## config.mk

```make
export PLATFORM = sky130hd
export DESIGN_NAME = seg_scan_decoder
export DESIGN_NICKNAME = d
export VERILOG_FILES = /design/src/rtl/seg_scan_decoder.sv
export SDC_FILE = /design/constraint.sdc
export NUM_CORES = 1
export LEC_CHECK = 0
export BUFFER_PORTS_ARGS = -buffer_cell sky130_fd_sc_hd__buf_4
export CAP_MARGIN = 10
export CORE_MARGIN = 2
export CORE_UTILIZATION = 50
export DETAILED_ROUTE_END_ITERATION = 12
export GPL_ROUTABILITY_DRIVEN = 1
export PLACE_DENSITY_LB_ADDON = 0.1
export RECOVER_POWER = 50
export SYNTH_ARGS = -nofsm -noshare
export SYNTH_HDL_FRONTEND = slang
export SYNTH_SLANG_ARGS = --single-unit
```

## constraint.sdc

```tcl
create_clock -name clk -period 2.5 [get_ports clk]
set_clock_uncertainty 0.15 [all_clocks]
set_input_delay 0.125 -clock clk [delete_from_list [all_inputs] [get_ports clk]]
set_output_delay 0.125 -clock clk [all_outputs]
set_load 0.01 [all_outputs]
```

## src/rtl/seg_scan_decoder.sv

```systemverilog
// seg_scan_decoder
// Receive-side readback of the multiplexed 7-segment display bus. The bus is
// resynchronized into clk. Each digit slot is qualified by stability, and its
// segment pattern is decoded back into a 4-bit digit. Scan order is checked,
// and a pulse is emitted when a complete four-digit frame has been seen.
//
// Parameters:
//   STABLE_CYCLES  identical synchronized samples needed before a capture (2..15)
// Ports:
//   clk          system clock
//   rst          asynchronous active-high reset
//   seg[6:0]     segment bus, active-low, bit 6 = g ... bit 0 = a (async to clk)
//   an[3:0]      anode enables, active-low one-hot
//                (0 score ones, 1 score tens, 2 level ones, 3 level tens)
//   score1/score10/lvl1/lvl10  last decoded value per position
//   digit_valid  bit p set once position p has been captured since reset
//   frame_done   1-cycle pulse: all four positions captured in the current frame
//   seg_err      1-cycle pulse: stable segment pattern not a known digit
//   an_err       1-cycle pulse: stable anode pattern has more than one low bit
//   order_err    1-cycle pulse: capture position differs from the expected one
module seg_scan_decoder #(
  parameter int STABLE_CYCLES = 4
) (
  input  logic       clk,
  input  logic       rst,
  input  logic [6:0] seg,
  input  logic [3:0] an,
  output logic [3:0] score1,
  output logic [3:0] score10,
  output logic [3:0] lvl1,
  output logic [3:0] lvl10,
  output logic [3:0] digit_valid,
  output logic       frame_done,
  output logic       seg_err,
  output logic       an_err,
  output logic       order_err
);

  localparam logic [3:0] EVAL_CNT = 4'(STABLE_CYCLES - 1);
  localparam logic [3:0] SAT_CNT  = 4'(STABLE_CYCLES);

  typedef enum logic [1:0] {SETTLE, EVAL, HOLD} phase_t;

  logic [3:0]  r_an_m, r_an_s;
  logic [6:0]  r_seg_m, r_seg_s;
  logic [10:0] r_prev;
  logic [3:0]  r_stab_cnt;
  logic        r_taken;
  logic [3:0]  r_seen;
  logic [1:0]  r_exp;
  logic        r_exp_vld;
  logic        r_frame_done, r_seg_err, r_an_err, r_order_err;
  logic [3:0]  r_digit [4];
  logic        r_valid [4];

  logic [10:0] w_cur;
  logic        w_changed;
  phase_t      w_phase;
  logic        w_eval;
  logic [3:0]  w_an_eval;
  logic [6:0]  w_seg_eval;
  logic [3:0]  w_an_low;
  logic        w_blank, w_multi;
  logic        w_dec_ok;
  logic [3:0]  w_dec_val;
  logic [1:0]  w_pos;
  logic        w_capture;
  logic        w_order_bad;
  logic [3:0]  w_seen_or;
  logic        w_frame;

  assign w_cur     = {r_an_s, r_seg_s};
  assign w_changed = (w_cur != r_prev);

  // The evaluated value comes from prev. It holds the run of identical samples
  // that were counted, even if the bus moves on during the evaluation edge.
  assign w_an_eval  = r_prev[10:7];
  assign w_seg_eval = r_prev[6:0];

  always_comb begin
    w_phase = SETTLE;
    if (r_taken)
      w_phase = HOLD;
    else if (r_stab_cnt == EVAL_CNT)
      w_phase = EVAL;
  end
  assign w_eval = (w_phase == EVAL);

  // This expression is nonzero when more than one enable is low.
  assign w_an_low = ~w_an_eval;
  assign w_blank  = (w_an_eval == 4'b1111);
  assign w_multi  = |(w_an_low & (w_an_low - 4'd1));

  always_comb begin
    w_pos = 2'd0;
    case (w_an_eval)
      4'b1110: w_pos = 2'd0;
      4'b1101: w_pos = 2'd1;
      4'b1011: w_pos = 2'd2;
      4'b0111: w_pos = 2'd3;
      default: w_pos = 2'd0;
    endcase
  end

  always_comb begin
    w_dec_ok  = 1'b1;
    w_dec_val = 4'h0;
    case (w_seg_eval)
      7'b1000000: w_dec_val = 4'h0;
      7'b1111001: w_dec_val = 4'h1;
      7'b0100100: w_dec_val = 4'h2;
      7'b0110000: w_dec_val = 4'h3;
      7'b0011001: w_dec_val = 4'h4;
      7'b0010010: w_dec_val = 4'h5;
      7'b0000010: w_dec_val = 4'h6;
      7'b1111000: w_dec_val = 4'h7;
      7'b0000000: w_dec_val = 4'h8;
      7'b0010000: w_dec_val = 4'h9;
      7'b1111111: w_dec_val = 4'hF;  // blank digit, still a valid capture
      default:    w_dec_ok  = 1'b0;
    endcase
  end

  assign w_capture   = w_eval && !w_blank && !w_multi && w_dec_ok;
  assign w_order_bad = r_exp_vld && (w_pos != r_exp);
  // An out-of-order capture restarts the frame at this position.
  assign w_seen_or   = (w_order_bad ? 4'b0000 : r_seen) | (4'b0001 << w_pos);
  assign w_frame     = (w_seen_or == 4'b1111);

  always_ff @(posedge clk or posedge rst) begin
    if (rst) begin
      r_an_m       <= 4'hF;
      r_an_s       <= 4'hF;
      r_seg_m      <= 7'h7F;
      r_seg_s      <= 7'h7F;
      r_prev       <= 11'h7FF;
      r_stab_cnt   <= 4'd0;
      r_taken      <= 1'b1;
      r_seen       <= 4'b0000;
      r_exp        <= 2'd0;
      r_exp_vld    <= 1'b0;
      r_frame_done <= 1'b0;
      r_seg_err    <= 1'b0;
      r_an_err     <= 1'b0;
      r_order_err  <= 1'b0;
    end else begin
      r_an_m  <= an;
      r_an_s  <= r_an_m;
      r_seg_m <= seg;
      r_seg_s <= r_seg_m;
      r_prev  <= w_cur;

      if (w_changed) begin
        r_stab_cnt <= 4'd0;
        r_taken    <= 1'b0;
      end else begin
        if (r_stab_cnt != SAT_CNT)
          r_stab_cnt <= r_stab_cnt + 4'd1;
        if (w_eval)
          r_taken <= 1'b1;
      end

      r_an_err     <= w_eval && !w_blank && w_multi;
      r_seg_err    <= w_eval && !w_blank && !w_multi && !w_dec_ok;
      r_order_err  <= w_capture && w_order_bad;
      r_frame_done <= w_capture && w_frame;

      if (w_capture) begin
        r_exp     <= 2'(w_pos + 2'd1);
        r_exp_vld <= 1'b1;
        r_seen    <= w_frame ? 4'b0000 : w_seen_or;
      end
    end
  end

  genvar gi;
  generate
    for (gi = 0; gi < 4; gi++) begin : g_pos
      always_ff @(posedge clk or posedge rst) begin
        if (rst) begin
          r_digit[gi] <= 4'h0;
          r_valid[gi] <= 1'b0;
        end else if (w_capture && (w_pos == 2'(gi))) begin
          r_digit[gi] <= w_dec_val;
          r_valid[gi] <= 1'b1;
        end
      end
      assign digit_valid[gi] = r_valid[gi];
    end
  endgenerate

  assign score1     = r_digit[0];
  assign score10    = r_digit[1];
  assign lvl1       = r_digit[2];
  assign lvl10      = r_digit[3];
  assign frame_done = r_frame_done;
  assign seg_err    = r_seg_err;
  assign an_err     = r_an_err;
  assign order_err  = r_order_err;

endmodule

```

==> impl_results.md <==
* Status: finished with violations
* Failing checks: max-capacitance violations, max-slew violations
* Worst path buffer plus inverter count at 2
* Crit Path Class: register to register
* Synth top area share at 0.3062
* Grt ovf at 0
* Die H at 80.39 µm
* Vias per cell at 5.324
* WL per Instance at between 10 and 15 µm
* Layout net count at around 330
* Min cycle time layout at roughly 2.4 ns
* Commonest cells post-synth: dfrtp_1 (35), dfstp_2 (34), a21oi_1 (19), nor2_1 (17), xor2_1 (15)
* Most frequent cell after synthesis: dfrtp_1
* # setup viols final at 0
* XOR/XNOR share of the synthesized area at 0.04803
* Crit path max-delay family: compound AO/OA/AOI/OAI gates
* CTS sink count at 69
* CP Max Fanout at 11
* Element type at the critical path end: register
* Clk_lat worst skew at 0.34 ns
* Worst setup SP type: register
* Arrival @ worst endpoint at approximately 2.5 ns
* Die width at around 80 µm
* Diode count at 0
* Synth Area in Compound Gates at 0.1256
* Via count at 2071
* GPL Wtd Cong at between 0.7 and 0.8
* Final core utilization at 0.6599
* Final wirelength at 5.302 mm
* Avg Inst Size Synth at about 12 µm²
* Clk Tree Root Cell: clkbuf_8
* Fmax achieved at roughly 420 MHz
* DR pass1 iterations at 5
* Ports at 37
* Max Cap Viol at 1
* TritonCTS clock tree: done
* Most used DFF post-synth: dfrtp_1
* Pin count of the biggest net entering global routing at 70
* H-Tree Depth at 3
* Largest cells by area after synthesis: dfstp_2 (31%), dfrtp_1 (30%), xor2_1 (4.5%)
* Post-synthesis mux area share at 0.02273
* Initial drt markers at between 70 and 80
* Mapped Cells at approximately 250
* Crit-path slowest cell: dfstp_2
* Initial Util at 0.5235
* Hold Vio Cnt, Final at 0
* YS warnings at 0
* Max transition margin at -0.06659
* Layout cells sized above 1 at 0.3091
* Flops & latches, synth at 69
* Drt drc at 0
* Mapped Area at 2918 µm²
* Hold Crit Class: register to register
* Worst path required time at roughly 2.6 ns
* Initial antenna violation count at 0
* Post-synthesis sequential area ratio at 0.6063
* Worst Max-Slew Pin Slew at 1.600 ns
* Vias in the first global route at 1979
* CP peak stage delay at 0.64 ns
* VDD IR max at approximately 440 µV
* PortBufs at 36
* DP Area at between 3000 and 4000 µm²
* WHS at around 0.21 ns
* Library cells used by synthesis at 46
* Global-route usage over all layers at 0.1881
* CTS Buf Count at 9
* PwrDens at a little over 600 nW/µm²
* Post-Synth Simple-Gate Area at 0.1355
* Die area at ~6500 µm²
* Site Rows at 27
* Syn_nets at approximately 270
* Design area at ~3700 µm²
* EDFF count, synth at 0
* Fin. max-slew vios at 70
* Crit-path cells: and4b_1, o21ai_0, o311a_1, a21oi_4, buf_12, buf_4, and3_1, a211o_1
* Final worst slack at 0.1099 ns
* Detail Route Antenna Nets at 0
* Post-synthesis adder-cell area fraction at 0.02573
* Area Overhead vs Synth at 26.07%
* Worst-path clk slew at 0.07 ns
* Core box area at 5574 µm²
* Tcrit/Tclk final at 0.9560
* Leakage at 1.710 nW
* Area leader, netlist: dfstp_2
* Async SR Flop Fraction at 1.000
* Post-place setup slack at around 0.0044 ns
* Largest family of logic cells by synthesized area: simple AND/OR/NAND/NOR gates
* First-pass GRT wire length at approximately 9.2 mm
* HPWL after DPL at about 3.5 mm
* Maximum clock path buffer count at 2
## stage by stage
step	cells	power (W)	setup TNS, ns
after floorplan	253	0.001281	0
after global placement	356	0.001324	0
after detailed placement	356	0.001329	0
after CTS	384	0.002281	0
after global routing	389	0.002345	-0.05073
final	389	0.002238	0
## sequential cells by signal, indices dropped and copies added (netlist names)
name         flops
r_prev          11
r_seg_m          7
r_seg_s          7
digit_valid      4
lvl10            4
lvl1             4
r_an_m           4
r_an_s           4
r_seen           4
r_stab_cnt       4
score10          4
score1           4
r_exp            2
an_err           1
frame_done       1
order_err        1
r_exp_vld        1
r_taken          1
seg_err          1
## final timing paths
path | from | endpoint | slack (ns) | depth (start not counted)
worst max-delay path | r_prev[1] | r_seen[3] | 0.11 | 8
worst min-delay path | r_seg_m[6] | r_seg_s[6] | 0.21 | 0
worst max register to register | r_prev[1] | r_seen[3] | 0.11 | 8
worst min register to register | r_seg_m[6] | r_seg_s[6] | 0.21 | 0
max in group asynchronous | rst | score1[3] | 0.49 | 4
min in group asynchronous | rst | r_stab_cnt[0] | 0.73 | 4
## placed cells by master, fill, tap and decap left out, drive strengths merged, types with 8 or more instances in the layout
cell type    count
dfrtp           35
nor2            17
a21oi           20
o21ai           10
nand2           13
dfstp           34
buf             39
dlygate4sd3     12
a31oi           13
clkbuf          25
inv              8
xor2            15
## final cells by class
cell class | count | area [µm²]
clock buffers | 11 | 152.6
clock inverters | 5 | 57.56
fillers | 449 | 1896
inverters | 8 | 30.03
multi-input cells | 159 | 1050
flip-flops and latches | 69 | 1769
well taps | 72 | 90.09
repair buffers | 65 | 529.3
## cells by family after synthesis
| kind of cell | after synthesis |
|---|---|
| compound gates | 58 |
| fa+ha+maj | 6 |
| mux | 6 |
| simple gates | 73 |
| flops | 69 |
| buf+inv | 25 |
| xor+xnor | 16 |
## metal layers
metal | track usage | routed length [µm] | up-vias
li1 | - | - | 1000
met1 | 0.2277 | 2275 | 1017
met2 | 0.3058 | 2712 | 46
met3 | 0.07191 | 246 | 8
met4 | 0.06780 | 69 | 0
met5 | 0 | 0 | -
## power by group
part | total, W | internal, W | switching [W]
logic | 0.000124 | 0.0000604 | 0.0000634
clock network | 0.000921 | 0.000521 | 0.000400
registers | 0.00119 | 0.00116 | 0.0000308
## what timing repair did
action / CTS / global route
pin swaps: 0 / 1
endpoints found under the hold margin: 80 / 0
buffers inserted: 0 / 5
resized for setup: 1 / 2
setup endpoints to repair: 2 / 21
hold buffers: 12 / 0
(Power assumes the default switching activity.)
